<file path="config.mk">
export PLATFORM = sky130hd
export DESIGN_NAME = ps2_host_tx
export DESIGN_NICKNAME = d
export VERILOG_FILES = /design/src/rtl/ps2_host_tx.sv
export SDC_FILE = /design/constraint.sdc
export NUM_CORES = 1
export LEC_CHECK = 0
export BUFFER_PORTS_ARGS = -buffer_cell sky130_fd_sc_hd__buf_2
export CAP_MARGIN = 20
export CELL_PAD_IN_SITES_DETAIL_PLACEMENT = 1
export CELL_PAD_IN_SITES_GLOBAL_PLACEMENT = 1
export CORE_MARGIN = 2
export CORE_UTILIZATION = 40
export CTS_CLUSTER_SIZE = 16
export DETAILED_ROUTE_END_ITERATION = 8
export PLACE_DENSITY_LB_ADDON = 0.1
export SYNTH_ARGS = -nofsm -noshare
export SYNTH_HDL_FRONTEND = slang
export SYNTH_SLANG_ARGS = --single-unit
</file>
<file path="constraint.sdc">
create_clock -name clk -period 3.7 [get_ports clk]
set_input_delay 1.11 -clock clk [delete_from_list [all_inputs] [get_ports clk]]
set_output_delay 1.11 -clock clk [all_outputs]
set_load 0.01 [all_outputs]
</file>
<file path="src/rtl/ps2_host_tx.sv">
// ps2_host_tx: host-to-device PS/2 command byte transmitter driving open-drain pull-low enables
module ps2_host_tx #(
  parameter int INHIBIT_CYCLES = 5000,
  parameter int BIT_TIMEOUT_CYCLES = 100000
) (
  input  logic       clk,
  input  logic       rst_n,
  input  logic [7:0] tx_data,
  input  logic       tx_valid,
  output logic       tx_ready,
  output logic       tx_done,
  output logic       tx_error,
  input  logic       ps2_clk_in,
  input  logic       ps2_data_in,
  output logic       ps2_clk_drive_low,
  output logic       ps2_data_drive_low
);
  localparam int IW = $clog2(INHIBIT_CYCLES + 1);
  localparam int WW = $clog2(BIT_TIMEOUT_CYCLES + 1);
  typedef enum logic [2:0] {IDLE, INHIBIT, REQ, SEND, ACK, WAIT_IDLE} state_t;
  state_t state, state_n;
  logic clk_prev, fall, act, fin, to, acc, d_low, ok;
  logic [IW-1:0] cnt;
  logic [WW-1:0] wd;
  logic [3:0] idx;
  logic [8:0] sh;
  assign fall = clk_prev && !ps2_clk_in;
  assign act = state inside {SEND, ACK, WAIT_IDLE};
  assign fin = state == WAIT_IDLE && ps2_clk_in && ps2_data_in;
  assign to = act && !fall && wd == WW'(BIT_TIMEOUT_CYCLES - 1);
  assign tx_ready = state == IDLE || fin || to;
  assign acc = tx_valid && tx_ready;
  // next state and bus/handshake outputs; completion and acceptance override the frame sequencing
  always_comb begin
    state_n = state;
    case (state)
      INHIBIT: state_n = cnt == IW'(INHIBIT_CYCLES - 1) ? REQ : INHIBIT;
      REQ:     state_n = SEND;
      SEND:    state_n = fall && idx == 4'd9 ? ACK : SEND;
      ACK:     state_n = fall ? WAIT_IDLE : ACK;
      default: ;
    endcase
    if (fin || to) state_n = IDLE;
    if (acc) state_n = INHIBIT;
    tx_done = fin && ok;
    tx_error = fin ? !ok : to;
    ps2_clk_drive_low = state == INHIBIT || state == REQ;
    ps2_data_drive_low = d_low && !to;
  end
  // state register; reset releases both lines immediately
  always_ff @(posedge clk or negedge rst_n)
    if (!rst_n) state <= IDLE;
    else state <= state_n;
  // edge history, counters, shift register and data-line driver
  always_ff @(posedge clk or negedge rst_n)
    if (!rst_n) begin
      clk_prev <= 1'b1;
      d_low <= 1'b0;
      ok <= 1'b0;
      cnt <= '0;
      wd <= '0;
      idx <= '0;
      sh <= '0;
    end else begin
      clk_prev <= ps2_clk_in;
      cnt <= state == INHIBIT ? cnt + 1'b1 : '0;
      wd <= act && !fall ? wd + 1'b1 : '0;
      idx <= state == SEND ? idx + {3'b0, fall} : '0;
      if (acc) sh <= {~^tx_data, tx_data};
      else if (state == SEND && fall) sh <= {1'b1, sh[8:1]};
      if (state_n == REQ) d_low <= 1'b1;
      else if (state_n == IDLE || state_n == INHIBIT) d_low <= 1'b0;
      else if (state == SEND && fall) d_low <= idx != 4'd9 && !sh[0];
      if (state == ACK && fall) ok <= !ps2_data_in;
    end
endmodule

</file>
==> results.toml <==
[setup_path]
path_max_fanout = 7
cp-start-kind = "register"
slowest_stage = "or4_1"
critPathKind = "reg -> out"
slowest_delay_ns = 0.54
crit_path_end_kind = "primary output"
cp_data_arrival_time_ns = 2.39
crit_chain = "or4_1, nor3_1, a21o_2, a21boi_1, buf_2"
crit_required_ns = 2.59

[logic_synthesis]
syn_inst = 261
avgSynthCellArea_um2 = 9.58
async_flop_share_pct = 100
synth_top_family_by_area = "simple AND/OR/NAND/NOR gates"
syn-num-nets = 278
synth-simple-area-share_pct = 25.1
yosys.area_share.adder_pct = 2.00
seq_area_frac_synth_pct = 49.1
synth_xor_area_share_pct = 10.5
yosysWarnings = 0
syn_area_um2 = 2500
synth_compound_gate_area_share_pct = 10.7
yosys_most_used_dff = "dfrtp_1"
yosys_register_bits = 49
synth_edf_count = 0
post_synth_num_cell_types = 51
yosys-mux-area-fraction_pct = 0.400

[die]
pin_count = 18
die_h_um = 83.1
die_w_um = 83.1
num_rows = 28
die_area_um2 = 6900
initial_core_util_pct = 41.7
design.core.area_um2 = 5990

[cts]
root_buffer = "clkbuf_8"
clk_path_buf_depth = 2
tritoncts = "yes"
path_clk_slew_ns = 0.10
htreeDepth = 2
cts_setup_buffers = 0
cts.sinks = 49
cts_inserted_buffers = 5
cts_hold_buf = 0
clk_latency_ns = 0.30
cts_resized = 0

[timing]
slew_headroom_pct = 55.3
timing.final.ws_setup_ns = 0.196
drv_slew = 0
period_needed_ns = 3.50
finalSetupViolations = 0
tightestPinTransition_ns = 0.667
hold_viol_final = 0
tns_ns = 0
skew_ns = 0.0112
grt_setup_unrepaired = "false"
fmax_mhz = 285
fin_crit_sh_pct = 94.7

[finish]
final_cell_mix = "dfrtp_1 (48), nor2_1 (36), nand2_1 (28)"
fin_area_um2 = 2800
nets = 300
drive_gt1_share_pct = 13.4
utilization_pct = 46.7
syn_to_final_growth_pct = 12.0
num_antenna_cells = 0
layout_commonest_cell = "dfrtp_1"

[run_status]
status = "completed"

[grt]
grt_max_degree = 34
track_usage_pct = 18.2
grt_pass1_wl_um = 10100
grt_overflow = 0
grt_pass1_vias = 2035
antenna_found_initial = 0

[hold_path]
hp-class = "reg -> reg"

[route]
wire_per_inst_um = 15.9
postRouteAntennaNets = 0
drt_iter0_drc = 51
wl_met1_um = 2870
wirelength_um = 5700
wl_met3_um = 127
avgViaCountPerCell = 5.41
drt-pass1-iter-count = 4
vias = 1943
wl_met2_um = 2640
drc = 0
top_layer = "met4"

[power_and_ir_drop]
cellLeakagePower_nw = 1.19
ir_worst_vdd_mv = 0.264
power-per-cell-area_nw_per_um2 = 528

[placement]
pre_cts_ws_ns = 0.193
post_dp_cell_area_um2 = 2680
dpl.hpwl_um = 4150
port_buffers = 17
place.gp.congestion = 0.731

[flow_run]
maxCapViolCount = 0
-- state kept, by name, indices dropped and copies added, names as in the netlist --
name,cells
cnt,13
idx,4
ok,1
wd,17
d_low,1
state,3
sh,9
clk_prev,1
-- where the power goes --
group / internal, W / leakage [nW] / switching [W]
clock network: 0.000220 / 0.0574 / 0.000179
logic: 0.000150 / 0.480 / 0.000227
registers: 0.000623 / 0.649 / 0.0000794
-- cells by family after synthesis --
group / after synthesis
AO/OA/AOI/OAI: 37
XOR/XNOR: 30
adder cells (fa/ha/maj): 4
buffers and inverters: 14
flip-flops: 49
multiplexers: 1
AND/OR/NAND/NOR: 126
-- cells in the mapped netlist (all sizes together) (2+ instances only) --
| library cell | n | area, um2 |
|---|---|---|
| nand4 | 7 | 43.8 |
| nor2b | 2 | 12.5 |
| or3 | 7 | 43.8 |
| a21oi | 8 | 43.8 |
| or2 | 2 | 12.5 |
| a31oi | 7 | 43.8 |
| a21boi | 2 | 15.0 |
| nand3 | 11 | 55.1 |
| and2 | 5 | 31.3 |
| nor3 | 12 | 60.1 |
| clkbuf | 2 | 7.51 |
| nand2b | 2 | 12.5 |
| buf | 3 | 13.8 |
| nand3b | 2 | 15.0 |
| a21o | 2 | 16.3 |
| ha | 4 | 50.1 |
| or4 | 4 | 33.8 |
| inv | 8 | 30.0 |
| and3 | 2 | 12.5 |
| dfrtp | 48 | 1200 |
| xor2 | 14 | 123 |
| nand2 | 28 | 105 |
| nor2 | 36 | 135 |
| xnor2 | 16 | 140 |
| o21ai | 7 | 38.8 |
-- per-layer routing --
| metal | vias up | global-route usage (%) |
|---|---|---|
| met5 | - | 0 |
| met4 | 0 | 4.47 |
| met3 | 4 | 3.08 |
| met2 | 23 | 28.3 |
| met1 | 964 | 26.4 |
| li1 | 952 | - |
-- stage by stage --
stage               cells  hold slack (ns)  total power (W)
floorplan             261            0.433         0.000972
global placement      351            0.448          0.00108
detailed placement    351            0.481          0.00109
CTS                   359            0.503          0.00150
global route          359            0.530          0.00159
finish                359            0.486          0.00148
-- worst max-delay path, delay by kind of cell (launching register included) --
family | cells | cell delay, ns
and+or+nand+nor | 2 | 1.02
DFF | 1 | 0.45
buffers and inverters | 1 | 0.15
AOI/OAI and AO/OA | 2 | 0.47
-- layout make-up --
type                            count  area [um2]
Inverter                            9        33.8
Tap cell                           75        93.8
Fill cell                         697        3190
Sequential cell                    49        1230
Timing Repair Buffer               20         108
Clock buffer                        6        82.6
Multi-Input combinational cell    198        1220
Clock inverter                      2        37.5
-- final timing paths --
kind                                   from                  to  slack, ns  cells after the start
setup / recovery            wd[5]$_DFF_PN0_            tx_error       0.20                      5
max in group asynchronous             rst_n  state[1]$_DFF_PN0_       2.21                      2
hold / removal             cnt[0]$_DFF_PN0_    cnt[0]$_DFF_PN0_       0.49                      1
min in group asynchronous             rst_n     wd[5]$_DFF_PN0_       0.73                      1
hold reg to reg            cnt[0]$_DFF_PN0_    cnt[0]$_DFF_PN0_       0.49                      1
setup reg to reg            wd[5]$_DFF_PN0_   sh[0]$_DFFE_PN0P_       1.31                      5
(Power assumes the default switching activity.)
